<file path="config.mk">
export PLATFORM = sky130hd
export DESIGN_NAME = if_fetch_stage_flat
export DESIGN_NICKNAME = d
export VERILOG_FILES = /design/src/rtl/pl_pkg.sv /design/src/rtl/if_fetch_stage_if.sv /design/src/rtl/if_id_reg.sv /design/src/rtl/if_fetch_stage.sv /design/src/flat_wrapper.sv
export SDC_FILE = /design/constraint.sdc
export NUM_CORES = 1
export LEC_CHECK = 0
export ABC_CLOCK_PERIOD_IN_PS = 4770
export CORE_MARGIN = 3
export CORE_UTILIZATION = 40
export DETAILED_ROUTE_END_ITERATION = 12
export PLACE_DENSITY = 0.71
export SYNTH_ARGS = -nofsm -noshare
export SYNTH_HDL_FRONTEND = slang
export SYNTH_SLANG_ARGS = --single-unit
</file>
<file path="constraint.sdc">
create_clock -name clk -period 4.77 [get_ports clk]
set_input_delay 0.477 -clock clk [delete_from_list [all_inputs] [get_ports clk]]
set_output_delay 0.477 -clock clk [all_outputs]
set_load 0.05 [all_outputs]
</file>
<file path="src/rtl/pl_pkg.sv">
// Shared PLCPU pipeline definitions: data width, bubble encoding,
// fetch-stage state encoding and the IF/ID record type.
package pl_pkg;

    localparam int XLEN = 32;

    // addi x0,x0,0
    localparam logic [XLEN-1:0] NOP_INSTR = 32'h0000_0013;

    typedef enum logic {
        RUN    = 1'b0,
        HALTED = 1'b1
    } fetch_state_e;

    typedef struct packed {
        logic [XLEN-1:0] pc;
        logic [XLEN-1:0] instr;
        logic            valid;
    } if_id_t;

    // Empty pipeline slot: no PC, bubble instruction, not valid.
    function automatic if_id_t bubble_rec(input logic [XLEN-1:0] nop = NOP_INSTR);
        if_id_t r;
        r.pc    = '0;
        r.instr = nop;
        r.valid = 1'b0;
        return r;
    endfunction

endpackage

</file>
<file path="src/rtl/if_fetch_stage_if.sv">
// Bus bundle between the fetch stage and its surroundings: instruction
// memory, downstream control (stall/flush/redirect) and the IF/ID outputs.
interface if_fetch_stage_if;
    import pl_pkg::*;

    logic [XLEN-1:0] imem_addr;
    logic [XLEN-1:0] imem_rdata;
    logic            stall;
    logic            flush;
    logic            redirect_valid;
    logic [XLEN-1:0] redirect_pc;
    logic [XLEN-1:0] id_pc;
    logic [XLEN-1:0] id_instr;
    logic            id_valid;
    logic            halted;
    logic [XLEN-1:0] fetch_count;

    // Environment side: memory, hazard unit, EX stage, decode.
    modport master (
        input  imem_addr,
        output imem_rdata,
        output stall,
        output flush,
        output redirect_valid,
        output redirect_pc,
        input  id_pc,
        input  id_instr,
        input  id_valid,
        input  halted,
        input  fetch_count
    );

    // Fetch stage side.
    modport slave (
        output imem_addr,
        input  imem_rdata,
        input  stall,
        input  flush,
        input  redirect_valid,
        input  redirect_pc,
        output id_pc,
        output id_instr,
        output id_valid,
        output halted,
        output fetch_count
    );

endinterface

</file>
<file path="src/rtl/if_id_reg.sv">
// Generic pipeline register: hold on hold_i, load a bubble on bubble_i
// (bubble wins over hold), otherwise capture d_i. Synchronous active-low reset.
module if_id_reg
    import pl_pkg::*;
#(
    parameter logic [XLEN-1:0] NOP_VAL = pl_pkg::NOP_INSTR
) (
    input  logic   clk,
    input  logic   rst,
    input  logic   hold_i,
    input  logic   bubble_i,
    input  if_id_t d_i,
    output if_id_t q_o
);

    if_id_t q_q;
    if_id_t q_d;

    // Select bubble, hold or new contents.
    always_comb begin
        q_d = q_q;
        if (bubble_i) begin
            q_d = bubble_rec(NOP_VAL);
        end else if (!hold_i) begin
            q_d = d_i;
        end
    end

    // Register with synchronous reset to an empty slot.
    always_ff @(posedge clk) begin
        if (!rst) begin
            q_q <= bubble_rec(NOP_VAL);
        end else begin
            q_q <= q_d;
        end
    end

    assign q_o = q_q;

endmodule

</file>
<file path="src/rtl/if_fetch_stage.sv">
// PLCPU instruction-fetch stage: owns the PC, reads instruction memory,
// fills IF/ID and stops fetching once the PC runs past the program image.
//
//   state  | meaning
//   RUN    | fetching normally; moves to HALTED when pc passes the last address
//   HALTED | no fetch, IF/ID filled with bubbles; left only by an in-range redirect
module if_fetch_stage
    import pl_pkg::*;
#(
    parameter int unsigned     IMEM_DEPTH     = 1024,
    parameter logic [XLEN-1:0] MAX_INSTR_ADDR = 32'h0000_00a0,
    parameter logic [XLEN-1:0] RESET_PC       = 32'h0000_0000,
    parameter logic [XLEN-1:0] NOP_INSTR      = pl_pkg::NOP_INSTR
) (
    input  logic               clk,
    input  logic               rst,
    if_fetch_stage_if.slave    bus
);

    if (MAX_INSTR_ADDR >= 4 * IMEM_DEPTH) begin : g_bad_max_addr
        $error("if_fetch_stage: MAX_INSTR_ADDR must lie inside instruction memory");
    end

    logic [XLEN-1:0] pc_q;
    logic [XLEN-1:0] pc_d;
    fetch_state_e    state_q;
    fetch_state_e    state_d;
    logic [XLEN-1:0] cnt_q;
    logic [XLEN-1:0] cnt_d;

    logic [XLEN-1:0] redir_tgt;
    logic            ifid_hold;
    logic            ifid_bubble;
    logic            load_valid;
    if_id_t          ifid_d;
    if_id_t          ifid_q;

    // Low two bits are masked rather than sliced so the whole bus is consumed.
    assign redir_tgt = bus.redirect_pc & ~32'h3;

    // Next PC, next state and IF/ID control, in priority redirect > stall > halt > flush > fetch.
    always_comb begin
        pc_d        = pc_q;
        state_d     = state_q;
        ifid_hold   = 1'b0;
        ifid_bubble = 1'b0;
        load_valid  = 1'b0;
        if (bus.redirect_valid) begin
            pc_d        = redir_tgt;
            ifid_bubble = 1'b1;
            state_d     = (redir_tgt > MAX_INSTR_ADDR) ? HALTED : RUN;
        end else if (bus.stall) begin
            ifid_hold   = 1'b1;
            ifid_bubble = bus.flush;
            if (pc_q > MAX_INSTR_ADDR) begin
                state_d = HALTED;
            end
        end else if ((state_q == HALTED) || (pc_q > MAX_INSTR_ADDR)) begin
            ifid_bubble = 1'b1;
            state_d     = HALTED;
        end else if (bus.flush) begin
            ifid_bubble = 1'b1;
            pc_d        = pc_q + 32'd4;
        end else begin
            load_valid  = 1'b1;
            pc_d        = pc_q + 32'd4;
        end
    end

    // Delivered-instruction counter, saturating at all ones.
    always_comb begin
        cnt_d = cnt_q;
        if (load_valid && (cnt_q != '1)) begin
            cnt_d = cnt_q + 32'd1;
        end
    end

    // PC, fetch state and counter registers.
    always_ff @(posedge clk) begin
        if (!rst) begin
            pc_q    <= RESET_PC;
            state_q <= RUN;
            cnt_q   <= '0;
        end else begin
            pc_q    <= pc_d;
            state_q <= state_d;
            cnt_q   <= cnt_d;
        end
    end

    assign ifid_d = '{pc: pc_q, instr: bus.imem_rdata, valid: 1'b1};

    if_id_reg #(
        .NOP_VAL (NOP_INSTR)
    ) u_if_id_reg (
        .clk      (clk),
        .rst      (rst),
        .hold_i   (ifid_hold),
        .bubble_i (ifid_bubble),
        .d_i      (ifid_d),
        .q_o      (ifid_q)
    );

    assign bus.imem_addr   = pc_q & ~32'h3;
    assign bus.id_pc       = ifid_q.pc;
    assign bus.id_instr    = ifid_q.instr;
    assign bus.id_valid    = ifid_q.valid;
    assign bus.halted      = (state_q == HALTED);
    assign bus.fetch_count = cnt_q;

endmodule

</file>
<file path="src/flat_wrapper.sv">
// flat-port wrapper written by rule: the top's interface ports become plain ports
module if_fetch_stage_flat import pl_pkg::*;
#(
    parameter int unsigned     IMEM_DEPTH     = 1024,
    parameter logic [XLEN-1:0] MAX_INSTR_ADDR = 32'h0000_00a0,
    parameter logic [XLEN-1:0] RESET_PC       = 32'h0000_0000,
    parameter logic [XLEN-1:0] NOP_INSTR      = pl_pkg::NOP_INSTR
)
  (clk, rst, bus_imem_addr, bus_imem_rdata, bus_stall, bus_flush, bus_redirect_valid, bus_redirect_pc, bus_id_pc, bus_id_instr, bus_id_valid, bus_halted, bus_fetch_count);
  if_fetch_stage_if bus_i ();
  input  logic clk;
  input  logic rst;
  output wire logic [$bits(bus_i.imem_addr)-1:0] bus_imem_addr;
  input wire logic [$bits(bus_i.imem_rdata)-1:0] bus_imem_rdata;
  input wire logic [$bits(bus_i.stall)-1:0] bus_stall;
  input wire logic [$bits(bus_i.flush)-1:0] bus_flush;
  input wire logic [$bits(bus_i.redirect_valid)-1:0] bus_redirect_valid;
  input wire logic [$bits(bus_i.redirect_pc)-1:0] bus_redirect_pc;
  output wire logic [$bits(bus_i.id_pc)-1:0] bus_id_pc;
  output wire logic [$bits(bus_i.id_instr)-1:0] bus_id_instr;
  output wire logic [$bits(bus_i.id_valid)-1:0] bus_id_valid;
  output wire logic [$bits(bus_i.halted)-1:0] bus_halted;
  output wire logic [$bits(bus_i.fetch_count)-1:0] bus_fetch_count;
  assign bus_imem_addr = bus_i.imem_addr;
  assign bus_i.imem_rdata = bus_imem_rdata;
  assign bus_i.stall = bus_stall;
  assign bus_i.flush = bus_flush;
  assign bus_i.redirect_valid = bus_redirect_valid;
  assign bus_i.redirect_pc = bus_redirect_pc;
  assign bus_id_pc = bus_i.id_pc;
  assign bus_id_instr = bus_i.id_instr;
  assign bus_id_valid = bus_i.id_valid;
  assign bus_halted = bus_i.halted;
  assign bus_fetch_count = bus_i.fetch_count;
  if_fetch_stage #(.IMEM_DEPTH(IMEM_DEPTH), .MAX_INSTR_ADDR(MAX_INSTR_ADDR), .RESET_PC(RESET_PC), .NOP_INSTR(NOP_INSTR)) u_core (.clk(clk), .rst(rst), .bus(bus_i));
endmodule
</file>
==> impl_metrics.tcl, run 1 <==
set metrics [dict create \
    final_nets 890 \
    cts_made_buffers 17 \
    port_buffers 192 \
    cp_data_required_time_ns 5.10 \
    vdd_drop_max_uv 218 \
    postCtsSetupBuffers 0 \
    multiInputGateArea_um2 2810 \
    finalNonFillerCells 1007 \
    rr_startpoint "u_core.bus.fetch_count[3]" \
    synth_cell_type_count 45 \
    min_period_ns 2.62 \
    design.core.area_um2 13400 \
    cts-root-buf "clkbuf_16" \
    synthToLayoutAreaGrowth_pct 46.9 \
    slew_headroom_pct 19.7 \
    critPathKind "in2reg" \
    row_count 42 \
    cts_tree "done" \
    hold_violations 0 \
    clockBufferDepth 2 \
    worst_setup_path_start_kind "input port" \
    routed_wl_mm 16.1 \
    synth_ff_type "dfxtp_1" \
    status "finished clean" \
    synth.avg_cell_area_um2 8.60 \
    crit_path_end "u_core.u_if_id_reg.q_o[15]" \
    p_per_area_nw_per_um2 333 \
    drtIter0Drc 238 \
    worstPathArrival_ns 2.95 \
    tightest_slew_ns 1.20 \
    seq_area_frac_synth_pct 45.6 \
    yosys-top-cells-area "dfxtp_1, nand2_1, mux2i_1, a21oi_1, nand2b_1" \
    pwr-share-seq_pct 40.7 \
    h-tree-depth 4 \
    die_y_um 124 \
    fillCellCount 1187 \
    p_sw_share_pct 25.2 \
    end_kind "flop" \
    rsz0062_at_grt "false" \
    diodes 0 \
    place.gp.congestion 0.833 \
    timing.rr.end "u_core.bus.fetch_count[8]" \
    ys_async_sr_fraction_pct 0 \
    grt_pass1_vias 4916 \
    yosysWarnings 0 \
    synth-seq-cells 126 \
    vias_per_cell 5.10 \
    p_comb_share_pct 11.4 \
    cap_violations 0 \
    netlist_area_um2 5530 \
    finish.instance_area_um2 8120 \
    internal-power_mw 2.03 \
    dpl_cell_area_um2 7520 \
    synth_edf_count 0 \
    drc 0 \
    fin_worst_skew_ns 0.00770 \
    clkTransAtPathRegs_ns 0.06 \
    leakage_nw 3.12 \
    setup_tns_ns 0 \
    clkLatencyLatePin_ns 0.41 \
    synth_area_leader_cell "dfxtp_1" \
    drt_first_pass_iters 5 \
    overflow 0 \
    dp_hpwl_mm 11.5 \
    final.period_utilization_pct 54.9 \
    dp_cells 975 \
    grt_usage_pct 21.0 \
    clock_sinks 126 \
    synth_commonest_cells "nand2_1, dfxtp_1, a21oi_1" \
    hold_buffers 0 \
    grt_pass1_wl_mm 24.8 \
    grt_max_degree 64 \
    regArea_um2 2520 \
    setup_violations 0 \
    path_max_fanout 63 \
    drv_slew 0 \
    reg2reg_slack_ns 2.38 \
    ant_nets 0 \
    post_route_cells_drive_above_1_share_pct 7.10 \
    fmax_mhz 382 \
    dieArea_um2 15300 \
    syn_inst 643 \
    reg2reg_depth 5 \
    vias 5139 \
    yosysMostFrequentCell "nand2_1" \
    antenna_found_initial 1 \
    switchingPower_mw 0.681 \
    initial_utilization_pct 41.3 \
    fp.dieW_um 124 \
    postCtsResizedCells 0 \
    wl_per_cell_um 16.0 \
    pwr-share-clk_pct 47.9 \
    synthDominantCellAreaShare_pct 45.6 \
    startpoint "bus_redirect_valid" \
    pin_count 199 \
    hold_class "reg2reg" \
]
==> cells in the final DEF (no fill, tap or decap), types with 3 or more instances in the layout <==
master           count
a21oi_1             66
nor2_1              11
nor4_1              12
nor4b_2              3
clkinv_4             4
conb_1               4
and3_1              11
inv_1                6
dfxtp_1            126
nor3_1               3
nor2b_1             26
nand4_1             20
o21ai_0              7
mux2i_1             54
clkdlybuf4s50_1    190
xnor2_1              4
bufinv_16            3
and4_1               3
nand3b_1             3
nor4_2               5
nand2b_1            28
clkinv_2             3
buf_4                5
clkbuf_16           17
nand2_1            162
ha_1                 3
nand3_1             15
==> sequential cells by signal, indices dropped and copies added, names as in the netlist <==
signal	flops
u_core.u_if_id_reg.q_o	63
u_core.bus.halted	1
u_core.pc_q	30
u_core.bus.fetch_count	32
==> cell families (layout without fill, tap and decap cells) <==
| kind of cell | count (synthesis) | in the layout | synth area share, % |
|---|---|---|---|
| AND/OR/NAND/NOR | 320 | 320 | 30.7 |
| flip-flops | 126 | 126 | 45.6 |
| AO/OA/AOI/OAI | 85 | 85 | 8.60 |
| multiplexers | 54 | 54 | 9.77 |
| buffers and inverters | 50 | 235 | 3.96 |
| XOR/XNOR | 4 | 4 | 0.633 |
| adder cells (fa/ha/maj) | 3 | 3 | 0.679 |
| other | 1 | 4 | 0.0678 |
==> metal layers <==
layer | wire, um | global-route usage [%]
met1 | 6960 | 25.6
met2 | 7650 | 34.8
met3 | 1180 | 6.13
met4 | 299 | 8.17
met5 | 13 | 0
==> layout make-up <==
type | instances | area share (%)
well taps | 176 | 2.71
inverters | 6 | 0.277
multi-input cells | 470 | 34.6
clock buffers | 19 | 5.33
flip-flops and latches | 126 | 31.1
clock inverters | 13 | 2.03
repair buffers | 197 | 24.0
==> power by group through the flow <==
stage | combinational [mW] | sequential [mW] | clock (mW)
CTS | 0.311 | 1.10 | 1.32
finish | 0.309 | 1.10 | 1.30
global placement | 0.306 | 1.12 | 0
global route | 0.330 | 1.11 | 1.37
floorplan | 0.110 | 1.19 | 0
detailed placement | 0.310 | 1.12 | 0
==> metrics by stage <==
stage / power [mW] / hold WS, ns / setup slack [ns] / util, %
2_1_floorplan: 1.30 / 0.598 / 2.42 / -
3_3_place_gp: 1.43 / 0.438 / 1.75 / 56.2
3_5_place_dp: 1.43 / 0.442 / 1.70 / 56.2
4_1_cts: 2.74 / 0.449 / 2.12 / 60.6
5_1_grt: 2.81 / 0.464 / 1.90 / 60.6
6_report: 2.71 / 0.448 / 2.15 / 60.6
==> worst min-delay path by stage <==
| stage | from | end | slack (ns) | cells after the start |
|---|---|---|---|---|
| 5_1_grt | u_core.u_if_id_reg.q_o[38] | u_core.u_if_id_reg.q_o[38] | 0.46 | 2 |
| 2_1_floorplan | bus_imem_rdata[0] | u_core.u_if_id_reg.q_o[1] | 0.60 | 2 |
| 4_1_cts | u_core.u_if_id_reg.q_o[16] | u_core.u_if_id_reg.q_o[16] | 0.45 | 2 |
| 6_report | u_core.u_if_id_reg.q_o[6] | u_core.u_if_id_reg.q_o[6] | 0.45 | 2 |
| 3_3_place_gp | u_core.u_if_id_reg.q_o[49] | u_core.u_if_id_reg.q_o[49] | 0.44 | 2 |
| 3_5_place_dp | u_core.u_if_id_reg.q_o[16] | u_core.u_if_id_reg.q_o[16] | 0.44 | 2 |
==> worst max-delay path, cell delays in order <==
cell	delay, ns
buf_2	0.67
inv_1	0.40
nand2_2	0.98
nand2_1	0.19
a21oi_1	0.18
Power figures use the tool's default switching activity.
==> inputs of run 2 (changes only) <==
- ABC_CLOCK_PERIOD_IN_PS: 4770 -> 2400
- PLACE_DENSITY: 0.71 -> 0.74
- clock period: 4.77 -> 2.4 ns (I/O delays scaled with it)
==> run 2 against run 1 <==
  * First-iteration DRC count down 11%
  * Sequential power increased by 98%
  * Cell count rose by 1.4%
  * Die area unchanged
  * Largest power group unchanged
==> impl_metrics.tcl, run 2 (same netlist as run 1, synthesis figures left out) <==
set metrics [dict create \
    largest_register_ffs 63 \
    clock_sinks 126 \
    final_nets 904 \
    min_period_ns 2.10 \
    min-delay-start "rst" \
    cts_tree "done" \
    diodes 0 \
    drtIter0Drc 211 \
    postCtsSetupBuffers 0 \
    row_count 42 \
    ant_nets 0 \
    regArea_um2 2520 \
    drv_slew 0 \
    multiInputGateArea_um2 2810 \
    p_comb_share_pct 12.0 \
    status "finished clean" \
    post_route_cells_drive_above_1_share_pct 8.64 \
    dp_cells 989 \
    finalNonFillerCells 1021 \
    worst_setup_path_start_kind "flop" \
    dp_hpwl_mm 11.8 \
    rr_startpoint "u_core.pc_q[17]" \
    fin_worst_skew_ns 0.00829 \
    place.gp.congestion 0.801 \
    fp.dieW_um 124 \
    worst_slack_ns 0.304 \
    grt_max_degree 64 \
    grt_pass1_vias 4901 \
    cp_data_required_time_ns 2.73 \
    antenna_found_initial 0 \
    hold_violations 0 \
    end_kind "flop" \
    initial_utilization_pct 41.3 \
    crit_family "simple AND/OR/NAND/NOR gates" \
    final_cell_mix "clkdlybuf4s50_1, nand2_1, dfxtp_1, a21oi_1, mux2i_1" \
    p_per_area_nw_per_um2 655 \
    vdd_drop_max_uv 377 \
    path_max_fanout 8 \
    vias_per_cell 5.10 \
    hold_class "in2reg" \
    synthToLayoutAreaGrowth_pct 49.4 \
    p_sw_share_pct 25.3 \
    fillCellCount 1156 \
    cp_slowest_stage_delay_ns 0.43 \
    cp_cell_sequence "nor4_2 -> nand4_2 -> or2_1 -> nor4b_2 -> mux2i_1" \
    routed_wl_mm 16.1 \
    reg2reg_slack_ns 0.30 \
    met1_length_mm 7.12 \
    overflow 0 \
    switchingPower_mw 1.37 \
    pre_cts_ws_ns 0.204 \
    cts_made_buffers 17 \
    hold_buffers 0 \
    total_power_mw 5.41 \
    grt_usage_pct 20.8 \
    postCtsResizedCells 0 \
    drc 0 \
    pwr-share-clk_pct 47.7 \
    cp_num_buf_inv 0 \
    cts-root-buf "clkbuf_16" \
    finalCoreUtilization_pct 61.7 \
    die_y_um 124 \
    mostFrequentLayoutCell "clkdlybuf4s50_1" \
    met2_length_mm 7.67 \
    drt_first_pass_iters 5 \
    vias 5205 \
    startpoint "u_core.pc_q[17]" \
    final.period_utilization_pct 87.3 \
    setup_tns_ns 0 \
    clkTransAtPathRegs_ns 0.06 \
    port_buffers 192 \
    worstPathArrival_ns 2.43 \
    pwr-share-seq_pct 40.3 \
    setup_violations 0 \
    dr_wl_met3_mm 1.04 \
    tightest_slew_ns 0.544 \
    grt_pass1_wl_mm 24.8 \
    rsz0062_at_grt "false" \
    cap_violations 0 \
    clockBufferDepth 2 \
    h-tree-depth 4 \
    crit_path_top_delay_cell "or2_1" \
    fmax_mhz 477 \
    clkLatencyLatePin_ns 0.41 \
    slew_headroom_pct 63.6 \
    wl_per_cell_um 15.8 \
    top_layer_used "met4" \
    leakage_nw 3.20 \
    pin_count 199 \
    critPathKind "reg2reg" \
    design.core.area_um2 13400 \
    internal-power_mw 4.04 \
    dieArea_um2 15300 \
]
## run 2: changes by cell type in the layout (fill, tap and decap cells not counted), sizes merged
cell,delta
buf,+14
clkinvlp,+1
clkinv,-1
## run 2: final cells by class
cell class	count	share of cell area, %
multi-input combinational	470	34.0
tap	176	2.66
clock buffer	19	5.24
inverter	6	0.273
clock inverter	13	1.98
sequential	126	30.5
timing repair buffer	211	25.3
## run 2: path summary, 6_finish.rpt
| kind | to | cells after the start |
|---|---|---|
| setup / recovery | u_core.bus.fetch_count[30] | 5 |
| hold / removal | u_core.pc_q[2] | 2 |
| setup reg to reg | u_core.bus.fetch_count[30] | 5 |
| hold reg to reg | u_core.u_if_id_reg.q_o[64] | 2 |
## run 2: through the flow
step	hold WS, ns	cell area (um^2)
2_1_floorplan	0.361	5540
3_3_place_gp	0.439	7670
4_1_cts	0.238	8260
3_5_place_dp	0.446	7670
5_1_grt	0.269	8260
6_report	0.266	8260
## run 2: power by group through the flow
stage	registers, mW	logic (mW)	clock network, mW
finish	2.18	0.650	2.58
global placement	2.22	0.643	0
CTS	2.18	0.656	2.63
floorplan	2.37	0.219	0
global route	2.19	0.692	2.73
detailed placement	2.22	0.652	0
## run 2: layer usage
metal	up-vias	track usage, %
met5	-	0
met4	0	7.27
met3	28	5.31
met2	175	35.1
met1	2422	25.8
li1	2580	-
